[src/rtl/targ_pred_arb_if.sv]
// Port bundle for targ_pred_arb: lookup requests, feedback writes,
// table access and lookup responses.
interface targ_pred_arb_if #(
  parameter int REQ_CNT = 3,
  parameter int ADDR_W  = 32,
  parameter int TIDX_W  = 1
);
  logic                           en;
  logic [TIDX_W-1:0]              table_index;
  logic [REQ_CNT-1:0]             req_valid;
  logic [REQ_CNT-1:0][ADDR_W-1:0] req_addr;
  logic [REQ_CNT-1:0]             req_ready;
  logic                           fb_valid;
  logic [ADDR_W-1:0]              fb_addr;
  logic [ADDR_W-1:0]              fb_targ;
  logic                           fb_ready;
  logic                           tp_ready;
  logic                           tp_valid;
  logic                           tp_write;
  logic [ADDR_W-1:0]              tp_addr;
  logic [ADDR_W-1:0]              tp_wtarg;
  logic [TIDX_W-1:0]              tp_tidx;
  logic [ADDR_W-1:0]              tp_rdata;
  logic                           tp_rhit;
  logic [REQ_CNT-1:0]             rsp_valid;
  logic [ADDR_W-1:0]              rsp_targ;
  logic                           rsp_hit;

  modport master (
    output en, table_index, req_valid, req_addr,
    output fb_valid, fb_addr, fb_targ,
    output tp_ready, tp_rdata, tp_rhit,
    input  req_ready, fb_ready,
    input  tp_valid, tp_write, tp_addr, tp_wtarg, tp_tidx,
    input  rsp_valid, rsp_targ, rsp_hit
  );

  modport slave (
    input  en, table_index, req_valid, req_addr,
    input  fb_valid, fb_addr, fb_targ,
    input  tp_ready, tp_rdata, tp_rhit,
    output req_ready, fb_ready,
    output tp_valid, tp_write, tp_addr, tp_wtarg, tp_tidx,
    output rsp_valid, rsp_targ, rsp_hit
  );
endinterface

[src/rtl/targ_pred_arb.sv]
// Target prediction table port arbiter: round-robin lookups interleaved
// with buffered feedback writes under a starvation bound.
module targ_pred_arb #(
  parameter int REQ_CNT    = 3,
  parameter int FB_DEPTH   = 4,
  parameter int STARVE_MAX = 8,
  parameter int ADDR_W     = 32,
  parameter int TIDX_W     = 1
) (
  input logic             clk,
  input logic             rst,
  targ_pred_arb_if.slave  bus
);
  localparam int PW = (REQ_CNT > 1) ? $clog2(REQ_CNT) : 1;
  localparam int FW = $clog2(FB_DEPTH);
  localparam int CW = FW + 1;
  localparam int SW = $clog2(STARVE_MAX + 1);

  logic [PW-1:0]     rr_ptr;
  logic [FW-1:0]     wr_ptr;
  logic [FW-1:0]     rd_ptr;
  logic [CW-1:0]     count;
  logic [SW-1:0]     starve;
  logic              rsp_pend;
  logic [PW-1:0]     rsp_id;
  logic [ADDR_W-1:0] fifo_addr [FB_DEPTH];
  logic [ADDR_W-1:0] fifo_targ [FB_DEPTH];

  logic          fifo_ne;
  logic          fifo_full;
  logic          any_req;
  logic          go;
  logic          do_wr;
  logic          do_rd;
  logic          push;
  logic          found;
  logic [PW-1:0] win;

  assign fifo_ne   = (count != '0);
  assign fifo_full = (count == CW'(FB_DEPTH));
  assign any_req   = |bus.req_valid;
  assign go        = rst && bus.en && bus.tp_ready;
  assign do_wr     = go && fifo_ne &&
                     (!any_req || fifo_full ||
                      starve == SW'(STARVE_MAX));
  assign do_rd     = go && !do_wr && any_req;
  assign push      = bus.fb_valid && bus.fb_ready;

  // Cyclic search for the first requester at or after rr_ptr
  always_comb begin
    int idx;
    idx   = 0;
    found = 1'b0;
    win   = '0;
    for (int i = 0; i < REQ_CNT; i++) begin
      idx = (int'(rr_ptr) + i) % REQ_CNT;
      if (!found && bus.req_valid[idx]) begin
        found = 1'b1;
        win   = PW'(idx);
      end
    end
  end

  always_comb begin
    bus.tp_valid  = do_wr || do_rd;
    bus.tp_write  = do_wr;
    bus.tp_addr   = '0;
    bus.tp_wtarg  = '0;
    bus.req_ready = '0;
    unique case (1'b1)
      do_wr: begin
        bus.tp_addr  = fifo_addr[rd_ptr];
        bus.tp_wtarg = fifo_targ[rd_ptr];
      end
      do_rd: begin
        bus.tp_addr   = bus.req_addr[win];
        bus.req_ready = REQ_CNT'(1) << win;
      end
      default: ;
    endcase
  end

  assign bus.fb_ready  = rst && !fifo_full;
  assign bus.tp_tidx   = bus.table_index;
  assign bus.rsp_valid = rsp_pend ? (REQ_CNT'(1) << rsp_id) : '0;
  assign bus.rsp_targ  = rsp_pend ? bus.tp_rdata : '0;
  assign bus.rsp_hit   = rsp_pend && bus.tp_rhit;

  always_ff @(posedge clk or negedge rst) begin
    if (!rst) begin
      rr_ptr   <= '0;
      wr_ptr   <= '0;
      rd_ptr   <= '0;
      count    <= '0;
      starve   <= '0;
      rsp_pend <= 1'b0;
      rsp_id   <= '0;
    end else begin
      rsp_pend <= do_rd;
      if (do_rd) begin
        rsp_id <= win;
        rr_ptr <= (win == PW'(REQ_CNT - 1)) ? '0 : win + 1'b1;
        if (!fifo_ne)
          starve <= '0;
        else if (starve != SW'(STARVE_MAX))
          starve <= starve + 1'b1;
      end else if (do_wr) begin
        starve <= '0;
      end
      if (push)
        wr_ptr <= wr_ptr + 1'b1;
      if (do_wr)
        rd_ptr <= rd_ptr + 1'b1;
      unique case ({push, do_wr})
        2'b10:   count <= count + 1'b1;
        2'b01:   count <= count - 1'b1;
        default: ;
      endcase
    end
  end

  // Storage needs no reset; only entries below count are ever read
  always_ff @(posedge clk) begin
    if (push) begin
      fifo_addr[wr_ptr] <= bus.fb_addr;
      fifo_targ[wr_ptr] <= bus.fb_targ;
    end
  end
endmodule

[src/flat_wrapper.sv]
// flat-port wrapper written by rule: the top's interface ports become plain ports
module targ_pred_arb_flat 
#(
  parameter int REQ_CNT    = 3,
  parameter int FB_DEPTH   = 4,
  parameter int STARVE_MAX = 8,
  parameter int ADDR_W     = 32,
  parameter int TIDX_W     = 1
)
  (clk, rst, bus_en, bus_table_index, bus_req_valid, bus_req_addr, bus_fb_valid, bus_fb_addr, bus_fb_targ, bus_tp_ready, bus_tp_rdata, bus_tp_rhit, bus_req_ready, bus_fb_ready, bus_tp_valid, bus_tp_write, bus_tp_addr, bus_tp_wtarg, bus_tp_tidx, bus_rsp_valid, bus_rsp_targ, bus_rsp_hit);
  targ_pred_arb_if #(.REQ_CNT(REQ_CNT), .ADDR_W(ADDR_W), .TIDX_W(TIDX_W)) bus_i ();
  input logic clk;
  input logic rst;
  input wire logic [$bits(bus_i.en)-1:0] bus_en;
  input wire logic [$bits(bus_i.table_index)-1:0] bus_table_index;
  input wire logic [$bits(bus_i.req_valid)-1:0] bus_req_valid;
  input wire logic [$bits(bus_i.req_addr)-1:0] bus_req_addr;
  input wire logic [$bits(bus_i.fb_valid)-1:0] bus_fb_valid;
  input wire logic [$bits(bus_i.fb_addr)-1:0] bus_fb_addr;
  input wire logic [$bits(bus_i.fb_targ)-1:0] bus_fb_targ;
  input wire logic [$bits(bus_i.tp_ready)-1:0] bus_tp_ready;
  input wire logic [$bits(bus_i.tp_rdata)-1:0] bus_tp_rdata;
  input wire logic [$bits(bus_i.tp_rhit)-1:0] bus_tp_rhit;
  output wire logic [$bits(bus_i.req_ready)-1:0] bus_req_ready;
  output wire logic [$bits(bus_i.fb_ready)-1:0] bus_fb_ready;
  output wire logic [$bits(bus_i.tp_valid)-1:0] bus_tp_valid;
  output wire logic [$bits(bus_i.tp_write)-1:0] bus_tp_write;
  output wire logic [$bits(bus_i.tp_addr)-1:0] bus_tp_addr;
  output wire logic [$bits(bus_i.tp_wtarg)-1:0] bus_tp_wtarg;
  output wire logic [$bits(bus_i.tp_tidx)-1:0] bus_tp_tidx;
  output wire logic [$bits(bus_i.rsp_valid)-1:0] bus_rsp_valid;
  output wire logic [$bits(bus_i.rsp_targ)-1:0] bus_rsp_targ;
  output wire logic [$bits(bus_i.rsp_hit)-1:0] bus_rsp_hit;
  assign bus_i.en = bus_en;
  assign bus_i.table_index = bus_table_index;
  assign bus_i.req_valid = bus_req_valid;
  assign bus_i.req_addr = bus_req_addr;
  assign bus_i.fb_valid = bus_fb_valid;
  assign bus_i.fb_addr = bus_fb_addr;
  assign bus_i.fb_targ = bus_fb_targ;
  assign bus_i.tp_ready = bus_tp_ready;
  assign bus_i.tp_rdata = bus_tp_rdata;
  assign bus_i.tp_rhit = bus_tp_rhit;
  assign bus_req_ready = bus_i.req_ready;
  assign bus_fb_ready = bus_i.fb_ready;
  assign bus_tp_valid = bus_i.tp_valid;
  assign bus_tp_write = bus_i.tp_write;
  assign bus_tp_addr = bus_i.tp_addr;
  assign bus_tp_wtarg = bus_i.tp_wtarg;
  assign bus_tp_tidx = bus_i.tp_tidx;
  assign bus_rsp_valid = bus_i.rsp_valid;
  assign bus_rsp_targ = bus_i.rsp_targ;
  assign bus_rsp_hit = bus_i.rsp_hit;
  targ_pred_arb #(.REQ_CNT(REQ_CNT), .FB_DEPTH(FB_DEPTH), .STARVE_MAX(STARVE_MAX), .ADDR_W(ADDR_W), .TIDX_W(TIDX_W)) u_core (.clk(clk), .rst(rst), .bus(bus_i));
endmodule
[config.mk]
export PLATFORM = sky130hd
export DESIGN_NAME = targ_pred_arb_flat
export DESIGN_NICKNAME = d
export VERILOG_FILES = /design/src/rtl/targ_pred_arb_if.sv /design/src/rtl/targ_pred_arb.sv /design/src/flat_wrapper.sv
export SDC_FILE = /design/constraint.sdc
export NUM_CORES = 1
export LEC_CHECK = 0
export ABC_CLOCK_PERIOD_IN_PS = 8750
export CAP_MARGIN = 20
export CORE_ASPECT_RATIO = 0.6
export CORE_UTILIZATION = 65
export CTS_BUF_LIST = sky130_fd_sc_hd__clkbuf_2 sky130_fd_sc_hd__clkbuf_4 sky130_fd_sc_hd__clkbuf_8
export DETAILED_ROUTE_END_ITERATION = 16
export DONT_BUFFER_PORTS = 1
export MAX_ROUTING_LAYER = met4
export PLACE_DENSITY = 0.79
export REMOVE_ABC_BUFFERS = 1
export SYNTH_ARGS = -nofsm -noshare
export SYNTH_HDL_FRONTEND = slang
export SYNTH_SLANG_ARGS = --single-unit
[constraint.sdc]
create_clock -name clk -period 8.75 [get_ports clk]
set_input_delay 1.3125 -clock clk [delete_from_list [all_inputs] [get_ports clk]]
set_output_delay 1.3125 -clock clk [all_outputs]
set_load 0.01 [all_outputs]
* Word level (Yosys, flattened, before mapping)
Memories as Yosys holds them, arrays and structs flattened.
Cells that the tools add are included.
** Storage, ports and cells
- Memory bits (writable) :: 256
- Bits of input ports :: 202
- Memories :: 2
- Flip-flop bits (word level) :: 16
- Logic and storage cells :: 86
** Operators by class
- Reductions and logical operators :: 24
- Div/mod/pow operators :: 3
- Shift operators :: 2
- $lt $le $gt $ge :: 4
- Eq/ne operators :: 7
- Add/sub/neg operators :: 8
- Muxes and demuxes :: 29
** Memory list
- u_core.fifo_addr :: depth 4, width 32, rd ports 1, clocked after memory_dff 0, write ports 1, line targ_pred_arb.sv:26 : logic [ADDR_W-1:0] fifo_addr [FB_DEPTH];
- u_core.fifo_targ :: depth 4, width 32, rd ports 1, clocked after memory_dff 0, write ports 1, line targ_pred_arb.sv:27 : logic [ADDR_W-1:0] fifo_targ [FB_DEPTH];
** Operators with widths (number)
- $lt A32 B4 Y1 const B :: 3
- $mux W32 :: 3
- $bmux W32 S2 :: 1
- $mod A32 B3 Y32 const B :: 2
- $pmux W32 S2 :: 1
- $mod A3 B3 Y32 const B :: 1
- $mux W4 :: 4
- $logic_and A1 B1 Y1 :: 11
- $mux W1 :: 10
- $mux W2 :: 4
- $add A2 B1 Y2 const B :: 3
- $bmux W1 S2 :: 3
- $mux W3 :: 2
- $pmux W3 S2 :: 1
- $shl A1 B2 Y3 const A :: 2
- $logic_not A1 Y1 :: 5
- $add A4 B1 Y4 const B :: 1
- $eq A2 B2 Y1 const B :: 2
- $eq A4 B4 Y1 const B :: 1
- $ne A4 B4 Y1 const B :: 1
- $reduce_bool A2 Y1 :: 2
- $add A2 B1 Y3 const B :: 1
- $add A2 B2 Y3 const B :: 1
- $add A3 B1 Y3 const B :: 1
- other kinds (9) :: 11

* Logic depth before layout (Yosys ltp)
Gate-level depths: netlist of the first run.
- Word-level depth :: 14
- Depth in mapped cells :: 11
- Mapped depth without buffers :: 10

* Worst setup path before layout of the first run
No wires, ideal clock.
- Kind :: input port to output port
- Start :: input bus_req_valid[1]
- End :: output bus_tp_addr[11]
- Stages on the path :: 9
- Data required time :: 7.438 ns
- Data arrival time :: 2.873 ns
- Path buffers :: 3
- Path slack :: 4.564 ns
- Path through :: buf_6 or3_4 nor2b_4 buf_6 nand2_8 inv_4 buf_6 a32o_1 or3_1
** On the way
- Longest elaborated chain between the ends :: 13
- Elaborated cells between the ends (all ways) :: 29
** Ends and longest elaborated chain
- from (decl) :: line flat_wrapper.sv:16 : input wire logic [$bits(bus_i.req_valid)-1:0] bus_req_valid;
- $bmux W1 S2 :: line targ_pred_arb.sv:57 : if (!found && bus.req_valid[idx]) begin
- $mux W1 (implied by the code) (2 in series) :: line targ_pred_arb.sv:57
- $mux W1 :: line targ_pred_arb.sv:57
- $logic_not A1 Y1 :: line targ_pred_arb.sv:57
- $logic_and A1 B1 Y1 :: line targ_pred_arb.sv:57
- $mux W1 :: line targ_pred_arb.sv:57
- $logic_not A1 Y1 :: line targ_pred_arb.sv:57
- $logic_and A1 B1 Y1 :: line targ_pred_arb.sv:57
- $mux W2 :: line targ_pred_arb.sv:57
- $bmux W32 S2 :: line targ_pred_arb.sv:76 : bus.tp_addr = bus.req_addr[win];
- $mux W32 (implied by the code) :: line targ_pred_arb.sv:76
- $pmux W32 S2 (*) :: line targ_pred_arb.sv:70 : unique case (1'b1)
- to (decl) :: line flat_wrapper.sv:28 : output wire logic [$bits(bus_i.tp_addr)-1:0] bus_tp_addr;
Mark *: on every way between the ends. The rest lies on a longest branch, timed or not. The select of a mux whose other input is x is not followed.

* Worst setup path in the final report of the first run
- Start :: register u_core.rr_ptr[0]
- End :: output bus_tp_addr[15]
** On the way
- Longest elaborated chain between the ends :: 14
- Elaborated cells between the ends (all ways) :: 26
** Ends and longest elaborated chain
- from (decl) :: line targ_pred_arb.sv:19 : logic [PW-1:0] rr_ptr;
- from (signal assigned) :: line targ_pred_arb.sv:102 : rr_ptr <= (win == PW'(REQ_CNT - 1)) ? '0 : win + 1'b1;
- parallel branches: the longest is 10 deep, another holds $mod A32 B3 Y32
- $mux W2 (*) :: line targ_pred_arb.sv:57
- $bmux W32 S2 (*) :: line targ_pred_arb.sv:76
- $mux W32 (implied by the code) (*) :: line targ_pred_arb.sv:76
- $pmux W32 S2 (*) :: line targ_pred_arb.sv:70
Every way passes the cells marked *. The select of a mux whose other input is x is not followed.

==> impl_metrics.py, run 1 <==
metrics = {
    "outcome": {
        "status": "completed",
    },
    "route": {
        "via_count": 7193,
        "routed_wl_um": 28000,
        "first_pass_iters": 5,
        "route.detailed.drc": 0,
        "ant_nets": 0,
        "wl_per_cell_um": 27.3,
        "via_per_inst": 7.01,
        "drt_iter0_drc": 698,
    },
    "floorplanning": {
        "dieArea_mm2": 0.0199,
        "core_area_mm2": 0.0185,
        "die_x_um": 181,
        "start_util_pct": 67.9,
        "ioPinCount": 309,
        "row_count": 38,
        "die_h_um": 110,
    },
    "yosys": {
        "synth-edff-count": 256,
        "syn_area_per_cell_um2": 16.0,
        "ys_types": 59,
        "async_reset_ff_share_pct": 5.88,
        "syn_area_mm2": 0.0126,
        "netlist_instances": 786,
        "synth_warnings": 0,
        "synth_ff_type": "edfxtp_1",
        "seq_area_frac_synth_pct": 64.4,
        "ys_ff_latch": 272,
    },
    "worst_setup_path": {
        "cp_num_buf_inv": 1,
        "critPathSlowestCell": "or4_2",
        "end_kind": "primary output",
        "reg2reg_depth": 11,
        "path_class": "flop to primary output",
        "r2r_slack_ps": 5020,
        "worstPathArrival_ps": 3670,
        "worstReg2RegStart": "u_core.starve[0]$_DFFE_PN0P_",
        "cp.required_ps": 7440,
        "rr_endpoint": "u_core.count[2]$_DFFE_PN0P_",
        "cp_max_fo": 32,
        "cpPeakStageDelay_ps": 1200,
        "worstPathCellList": "inv_1 > ha_1 > nand2b_1 > and3b_1 > or4_2 > a211oi_2 > or3_1",
        "cp-start-kind": "flop",
        "critPathTopFamily": "simple AND/OR/NAND/NOR gates",
    },
    "cts": {
        "htree_num_levels": 2,
        "cts_tree": "built",
        "ctsRootBufferMaster": "clkbuf_8",
        "clk_latency_ps": 510,
        "clock-sinks": 272,
        "cts.clk_slew.worst_paths_ps": 70,
        "cts_setup_buffers": 0,
        "ctsResizeCount": 0,
        "holdBufCountCts": 0,
        "numCtsBuffers": 38,
        "cts_buffer_depth": 3,
    },
    "finish": {
        "finalNetCount": 976,
        "area_growth_pct": 6.00,
        "drive_gt1_share_pct": 21.8,
        "layout_common_cells": "edfxtp_1, and2_1, nand3_1, mux4_2, clkbuf_8",
        "nFillCells": 1129,
        "final_common_cell": "edfxtp_1",
        "post-route-util_pct": 72.0,
    },
    "pwr": {
        "p_sw_share_pct": 31.9,
        "comb_power_share_pct": 28.4,
        "leakage_nw": 4.30,
        "power_density_mw_per_mm2": 279,
        "p_int_mw": 2.53,
        "power_switching_mw": 1.18,
        "p_clk_share_pct": 25.1,
        "p_seq_share_pct": 46.5,
        "vdd_drop_max_mv": 0.223,
    },
    "place": {
        "dpl_worst_slack_ps": 3850,
        "io_buffers": 0,
        "place_hpwl_um": 17200,
        "routabilityCongestion": 0.795,
    },
    "grt": {
        "antenna_found_initial": 3,
        "grt_use_total_pct": 28.9,
        "grt_pass1_wl_um": 40500,
        "grt_pass1_vias": 7092,
        "overflow": 0,
        "grt_max_degree": 98,
    },
    "timing": {
        "tightestPinTransition_ps": 1150,
        "fin_tns_setup_ps": 0,
        "fin_crit_ps": 4980,
        "worst_slack_ps": 3770,
        "final-setup-viol-count": 0,
        "grt_setup_unrepaired": "no",
        "fmax_mhz": 201,
        "slew_viol_final": 0,
        "hold_viol": 0,
        "skew_ps": 14.0,
        "max_slew_margin_pct": 23.1,
        "finalCritPeriodShare_pct": 56.9,
    },
    "run": {
        "drv_cap": 0,
    },
    "worst_hold_path": {
        "hold_class": "input port to async pin",
    },
}
## power by group through the flow
| stage | clock (mW) | sequential (mW) | combinational [mW] |
|---|---|---|---|
| 2_1_floorplan | 0 | 1.76 | 0.759 |
| 5_1_grt | 0.999 | 1.75 | 1.13 |
| 4_1_cts | 0.942 | 1.73 | 1.04 |
| 3_3_place_gp | 0 | 1.75 | 1.00 |
| 6_report | 0.931 | 1.73 | 1.05 |
| 3_5_place_dp | 0 | 1.76 | 1.04 |
## routing by layer
metal / wire length (um) / global-route usage [%] / vias up / part of all wire (%)
met1: 11100 / 37.3 / 3630 / 39
met4: 526 / 8.90 / 0 / 1.9
met5: 0 / - / - / 0
met3: 3140 / 10.5 / 55 / 11
li1: - / - / 3111 / -
met2: 13300 / 43.5 / 397 / 47
## sequential cells by signal, summed over array words and instances (netlist names)
| register | cells |
|---|---|
| u_core.count | 3 |
| u_core.fifo_addr | 128 |
| u_core.fifo_targ | 128 |
| u_core.rd_ptr | 2 |
| u_core.rr_ptr | 2 |
| u_core.rsp_id | 2 |
| u_core.rsp_pend | 1 |
| u_core.starve | 4 |
| u_core.wr_ptr | 2 |
## per-stage QoR
stage	hold slack (ps)	instance area (um^2)	cells	power (mW)
after floorplan	438	12200	714	2.52
after global placement	453	12600	961	2.75
after detailed placement	489	12600	961	2.79
after CTS	472	13300	1022	3.71
after global routing	460	13300	1026	3.87
final	495	13300	1026	3.71
## area by class of cell
type | count | area (um^2) | area share (%)
Antenna cell | 3 | 7.51 | 0.0564
Clock buffer | 56 | 677 | 5.08
Clock inverter | 5 | 25.0 | 0.188
Inverter | 14 | 55.1 | 0.413
Multi-Input combinational cell | 428 | 4070 | 30.6
Sequential cell | 272 | 8100 | 60.8
Tap cell | 240 | 300 | 2.26
Timing Repair Buffer | 8 | 80.1 | 0.601
## cell usage after synthesis (3+ instances only)
library cell,count,area share (%)
nor3_1,3,0.12
nand3_1,66,2.6
nand2_1,11,0.33
xnor2_1,3,0.21
inv_1,13,0.39
dfrtp_1,16,3.2
nor2_1,9,0.27
o21ai_1,6,0.24
mux4_2,64,11
o21ai_0,4,0.16
o22ai_1,3,0.15
nor2b_1,5,0.25
a211oi_2,21,2.1
nor4_1,32,1.6
ha_1,11,1.1
clkbuf_1,32,0.96
buf_4,4,0.24
buf_2,20,0.80
buf_1,6,0.18
xor2_1,3,0.21
a211oi_1,12,0.72
or3_1,33,1.6
and3_1,3,0.15
and2_1,71,3.5
edfxtp_1,256,61
a32o_1,32,2.6
buf_6,9,0.81
## logic make-up after synthesis
kind of cell / after synthesis / synth area share (%)
AND/OR/NAND/NOR: 252 / 12.0
AO/OA/AOI/OAI: 93 / 6.93
buffers and inverters: 86 / 3.48
adder cells (fa/ha/maj): 12 / 1.26
flip-flops: 272 / 64.4
multiplexers: 65 / 11.6
XOR/XNOR: 6 / 0.418
## worst max-delay path by stage
stage                                       startpoint                to  slack, ps  depth (start not counted)
after global placement                bus_req_valid[0]    bus_tp_addr[9]       3920                          5
final                     u_core.rr_ptr[0]$_DFFE_PN0P_   bus_tp_addr[15]       3770                          7
after global routing      u_core.starve[0]$_DFFE_PN0P_  bus_req_ready[0]       3550                          9
after detailed placement              bus_req_valid[0]   bus_tp_addr[15]       3850                          5
after floorplan                       bus_req_valid[0]    bus_tp_addr[0]       2880                          5
after CTS                 u_core.starve[0]$_DFFE_PN0P_  bus_req_ready[0]       3770                          9
Note: power is estimated with default switching activity, not from simulation.
==> inputs of run 2 (changes only) <==
ABC_CLOCK_PERIOD_IN_PS = 5250   (was 8750)
clock period = 5.25 ns   (was 8.75 ns; I/O delays follow)
==> run 2 against run 1 <==
  * Non-clock buffer count rose by 2
  * Hold slack worse by 140 ps
  * Flip-flop and latch count is the same
  * Sequential power rose by 71%
  * Utilization is 0.074 points higher
  * Sequential share of layout area shrank 0.063 points
  * Worst setup slack got worse by 2900 ps
  * Cell count increased by 0.58%
  * Critical path type unchanged
  * Global-route usage is 0.28 points lower
  * Routed wire length up 0.14%
  * First-iteration DRC count shrank 3.2%
==> impl_metrics.py, run 2 (same netlist as run 1, synthesis figures left out) <==
metrics = {
    "worst_setup_path": {
        "reg2reg_depth": 11,
        "end_kind": "primary output",
        "cp.required_ps": 4460,
        "worstPathArrival_ps": 3630,
        "cp-start-kind": "flop",
        "r2r_slack_ps": 2040,
        "path_class": "flop to primary output",
        "worstReg2RegStart": "u_core.starve[1]$_DFFE_PN0P_",
        "cp_max_fo": 19,
        "rr_endpoint": "u_core.count[2]$_DFFE_PN0P_",
    },
    "timing": {
        "max_slew_margin_pct": 30.9,
        "fmax_mhz": 227,
        "tightestPinTransition_ps": 1040,
        "fin_crit_ps": 4410,
        "finalCritPeriodShare_pct": 84.1,
        "slew_viol_final": 0,
        "hold_viol": 0,
        "skew_ps": 23.2,
        "final-setup-viol-count": 0,
        "fin_tns_setup_ps": 0,
        "whs_ps": 357,
        "grt_setup_unrepaired": "no",
    },
    "place": {
        "routabilityCongestion": 0.914,
        "post_dp_cell_area_mm2": 0.0126,
        "io_buffers": 0,
        "place_hpwl_um": 17300,
    },
    "cts": {
        "clock-sinks": 272,
        "ctsRootBufferMaster": "clkbuf_8",
        "cts.clk_slew.worst_paths_ps": 70,
        "numCtsBuffers": 39,
        "htree_num_levels": 2,
        "ctsResizeCount": 0,
        "clk_latency_ps": 520,
        "cts_buffer_depth": 3,
        "cts_tree": "built",
    },
    "pwr": {
        "leakage_nw": 4.31,
        "power_mw": 6.17,
        "power_density_mw_per_mm2": 463,
        "vdd_drop_max_mv": 0.295,
    },
    "floorplanning": {
        "row_count": 38,
        "start_util_pct": 67.9,
        "die_h_um": 110,
        "ioPinCount": 309,
        "die_x_um": 181,
        "core_area_mm2": 0.0185,
        "dieArea_mm2": 0.0199,
    },
    "finish": {
        "post-route-util_pct": 72.1,
        "nFillCells": 1129,
        "drive_gt1_share_pct": 22.0,
        "area_growth_pct": 6.11,
        "layout_common_cells": "edfxtp_1, and2_1, nand3_1, mux4_2, clkbuf_8",
        "multiInputGateArea_mm2": 0.00407,
        "regArea_mm2": 0.00810,
        "largest_registers": "u_core.fifo_addr x128, u_core.fifo_targ x128, u_core.starve x4",
        "finalNetCount": 979,
        "design_area_mm2": 0.0133,
        "final_common_cell": "edfxtp_1",
    },
    "route": {
        "wl_per_cell_um": 27.2,
        "routed_wl_um": 28100,
        "drt_iter0_drc": 676,
        "route.detailed.drc": 0,
        "via_per_inst": 7.03,
        "via_count": 7257,
        "ant_nets": 0,
        "first_pass_iters": 6,
    },
    "outcome": {
        "status": "completed",
    },
    "worst_hold_path": {
        "min_to": "u_core.fifo_targ[3][25]$_DFFE_PP_",
        "hold_class": "input port to flop",
        "hp-start": "bus_fb_targ[25]",
        "hold_depth": 0,
    },
    "grt": {
        "grt_max_degree": 68,
        "grt_pass1_wl_um": 40400,
        "overflow": 0,
        "antenna_found_initial": 1,
        "grt_pass1_vias": 7006,
        "grt_use_total_pct": 28.6,
    },
    "run": {
        "drv_cap": 0,
    },
}
[run 2: final cells by class]
| type | instances | share of cell area (%) |
|---|---|---|
| diodes | 1 | 0.0188 |
| multi-input cells | 428 | 30.6 |
| flip-flops and latches | 272 | 60.7 |
| clock inverters | 13 | 0.507 |
| clock buffers | 54 | 4.92 |
| inverters | 14 | 0.413 |
| repair buffers | 10 | 0.582 |
| well taps | 240 | 2.25 |
[run 2: worst max path at each step]
| stage | startpoint | depth (start not counted) | end | slack [ps] |
|---|---|---|---|---|
| 6_report | u_core.rr_ptr[0]$_DFFE_PN0P_ | 8 | bus_tp_addr[15] | 840 |
| 5_1_grt | u_core.rr_ptr[0]$_DFFE_PN0P_ | 8 | bus_tp_addr[15] | 640 |
| 4_1_cts | u_core.rr_ptr[0]$_DFFE_PN0P_ | 8 | bus_tp_addr[15] | 850 |
| 3_5_place_dp | u_core.rr_ptr[0]$_DFFE_PN0P_ | 8 | bus_tp_addr[15] | 1390 |
| 3_3_place_gp | u_core.rr_ptr[0]$_DFFE_PN0P_ | 8 | bus_tp_addr[15] | 1520 |
| 2_1_floorplan | u_core.rr_ptr[0]$_DFFE_PN0P_ | 7 | bus_tp_addr[0] | 400 |
[run 2: timing repair]
| item | 4_1_cts | 5_1_grt |
|---|---|---|
| endpoints found under the hold margin | 16 | 0 |
| hold buffers | 1 | 0 |
| buffers inserted | 0 | 0 |
[run 2: where the power goes]
part / internal (mW) / total (mW) / switching (mW)
sequential: 2.65 / 2.96 / 0.306
clock: 0.811 / 1.57 / 0.758
combinational: 0.729 / 1.65 / 0.919
[run 2: worst max-delay path, cell delays in order (launching register included)]
cell and delay, ps:
dfrtp_1 390, inv_1 90, ha_1 340, nand2b_1 230
and3b_1 220, nor4_4 860, buf_4 410, nor4_1 90
or3_1 490
[run 2: through the flow]
| step | instances | setup WS [ps] |
|---|---|---|
| after CTS | 1031 | 846 |
| after floorplan | 714 | 399 |
| after global routing | 1032 | 640 |
| final | 1032 | 835 |
| after detailed placement | 963 | 1390 |
| after global placement | 963 | 1520 |
[run 2: routing by layer]
metal	routed length, um	up-vias	GRT usage [%]	part of all wire (%)
met2	13400	396	43.8	48
met5	0	-	-	0
met3	3160	37	9.80	11
met1	11100	3708	36.8	39
met4	416	0	8.47	1.5
li1	-	3116	-	-
==> inputs of run 3 (changes only) <==
ABC_CLOCK_PERIOD_IN_PS = 4450   (was 5250)
clock period = 4.45 ns   (was 5.25 ns; I/O delays follow)
==> run 3 against run 2 <==
  * Die area stayed put
  * Hold slack worse by 120 ps
  * Sequential power up 18%
  * Clock skew shrank 3.9 ps
  * Clock-buffer cell count decreased by 6
  * Critical path depth shrank 1
  * Register-to-register slack got worse by 600 ps
  * Cell count is 0.48% higher
  * First-iteration DRC count down 8.1%
  * Critical endpoint is now bus_tp_addr[19]
  * Largest power group unchanged
==> impl_metrics.py, run 3 (same netlist as run 1, synthesis figures left out) <==
metrics = {
    "worst_setup_path": {
        "path_class": "flop to primary output",
        "worstPathArrival_ps": 3570,
        "cp-start-kind": "flop",
        "cp_max_fo": 32,
        "r2r_slack_ps": 1440,
        "end_kind": "primary output",
        "reg2reg_depth": 10,
        "cp.required_ps": 3780,
        "worstReg2RegStart": "u_core.starve[0]$_DFFE_PN0P_",
        "rr_endpoint": "u_core.count[2]$_DFFE_PN0P_",
    },
    "cts": {
        "cts_tree": "built",
        "cts.clk_slew.worst_paths_ps": 70,
        "ctsResizeCount": 0,
        "cts_setup_buffers": 0,
        "numCtsBuffers": 39,
        "ctsRootBufferMaster": "clkbuf_8",
        "clk_latency_ps": 520,
        "holdBufCountCts": 1,
        "clock-sinks": 272,
        "cts_buffer_depth": 3,
        "htree_num_levels": 2,
    },
    "pwr": {
        "p_int_mw": 4.92,
        "vdd_drop_max_mv": 0.365,
        "power_density_mw_per_mm2": 546,
        "comb_power_share_pct": 27.2,
        "p_clk_share_pct": 25.1,
        "leakage_nw": 4.32,
        "p_sw_share_pct": 32.6,
        "p_seq_share_pct": 47.7,
        "power_switching_mw": 2.38,
    },
    "place": {
        "dpl_worst_slack_ps": 831,
        "io_buffers": 0,
        "post_dp_cell_area_mm2": 0.0126,
        "dp_cells": 966,
        "place_hpwl_um": 17900,
        "routabilityCongestion": 0.850,
    },
    "finish": {
        "largest_registers": "u_core.fifo_addr x128, u_core.fifo_targ x128, u_core.starve x4",
        "final_common_cell": "edfxtp_1",
        "post-route-util_pct": 72.3,
        "area_growth_pct": 6.38,
        "drive_gt1_share_pct": 22.2,
        "layout_common_cells": "edfxtp_1, and2_1, nand3_1, mux4_2, clkbuf_8",
        "design_area_mm2": 0.0134,
        "finalNetCount": 982,
        "final_cells": 1037,
    },
    "route": {
        "via_count": 7327,
        "drt_iter0_drc": 621,
        "ant_nets": 0,
        "first_pass_iters": 5,
        "route.detailed.drc": 0,
        "routed_wl_um": 28500,
        "wl_per_cell_um": 27.5,
        "via_per_inst": 7.07,
    },
    "timing": {
        "tightestPinTransition_ps": 1050,
        "fin_tns_setup_ps": 0,
        "slew_viol_final": 0,
        "max_slew_margin_pct": 29.9,
        "fmax_mhz": 236,
        "finalCritPeriodShare_pct": 95.1,
        "grt_setup_unrepaired": "no",
        "worst_slack_ps": 217,
        "final-setup-viol-count": 0,
        "hold_viol": 0,
        "skew_ps": 19.3,
        "fin_crit_ps": 4230,
    },
    "floorplanning": {
        "start_util_pct": 67.9,
        "die_h_um": 110,
        "ioPinCount": 309,
        "row_count": 38,
        "core_area_mm2": 0.0185,
        "die_x_um": 181,
        "dieArea_mm2": 0.0199,
    },
    "grt": {
        "overflow": 0,
        "grt_use_total_pct": 29.4,
        "grt_max_degree": 98,
        "grt_pass1_vias": 7193,
        "grt_pass1_wl_um": 41400,
        "antenna_found_initial": 1,
    },
    "worst_hold_path": {
        "min_to": "u_core.fifo_targ[1][8]$_DFFE_PP_",
        "hp-start": "bus_fb_targ[8]",
        "hold_class": "input port to flop",
        "hold_depth": 0,
    },
    "outcome": {
        "status": "completed",
    },
    "run": {
        "drv_cap": 0,
    },
}
[run 3: worst max-delay path: stages (launching register included)]
cell and delay (ps):
dfrtp_1 370, inv_1 80, ha_1 330, nand2b_1 240, and3b_1 230, or4_2 1200, a211oi_1 380, or3_1 210
[run 3: metrics by stage]
stage / total power [mW] / hold slack (ps)
2_1_floorplan: 4.95 / 372
3_3_place_gp: 5.38 / 373
3_5_place_dp: 5.50 / 372
4_1_cts: 7.31 / 215
5_1_grt: 7.60 / 206
6_report: 7.30 / 241
[run 3: layout make-up]
class,instances,area (um^2)
Sequential cell,272,8100
Fill cell,1119,5130
Multi-Input combinational cell,428,4070
Clock buffer,48,617
Tap cell,240,300
Timing Repair Buffer,13,113
Clock inverter,21,106
Inverter,14,55.1
Antenna cell,1,2.50
[run 3: worst max path at each step]
stage                     cells past startpoint  slack, ps               to                          from
after floorplan                               7       -280   bus_tp_addr[0]  u_core.rr_ptr[0]$_DFFE_PN0P_
after global placement                        7        960  bus_tp_addr[30]  u_core.rr_ptr[0]$_DFFE_PN0P_
after detailed placement                      7        830   bus_tp_addr[5]  u_core.rr_ptr[0]$_DFFE_PN0P_
after CTS                                     7        270   bus_tp_addr[5]  u_core.rr_ptr[0]$_DFFE_PN0P_
after global routing                          7         70   bus_tp_addr[5]  u_core.rr_ptr[0]$_DFFE_PN0P_
final                                         7        220  bus_tp_addr[19]  u_core.rr_ptr[0]$_DFFE_PN0P_
[run 3: power by group through the flow]
stage	Sequential (mW)	Combinational, mW	Clock (mW)
2_1_floorplan	3.46	1.49	0
3_3_place_gp	3.52	1.86	0
3_5_place_dp	3.55	1.95	0
4_1_cts	3.50	1.96	1.86
5_1_grt	3.53	2.10	1.97
6_report	3.49	1.98	1.83
[run 3: layer usage]
layer / global-route usage (%) / share of wire [%] / up-vias
li1: - / - / 3126
met1: 38.6 / 40 / 3680
met2: 45.2 / 47 / 465
met3: 9.18 / 11 / 56
met4: 7.75 / 2.0 / 0
met5: - / 0 / -
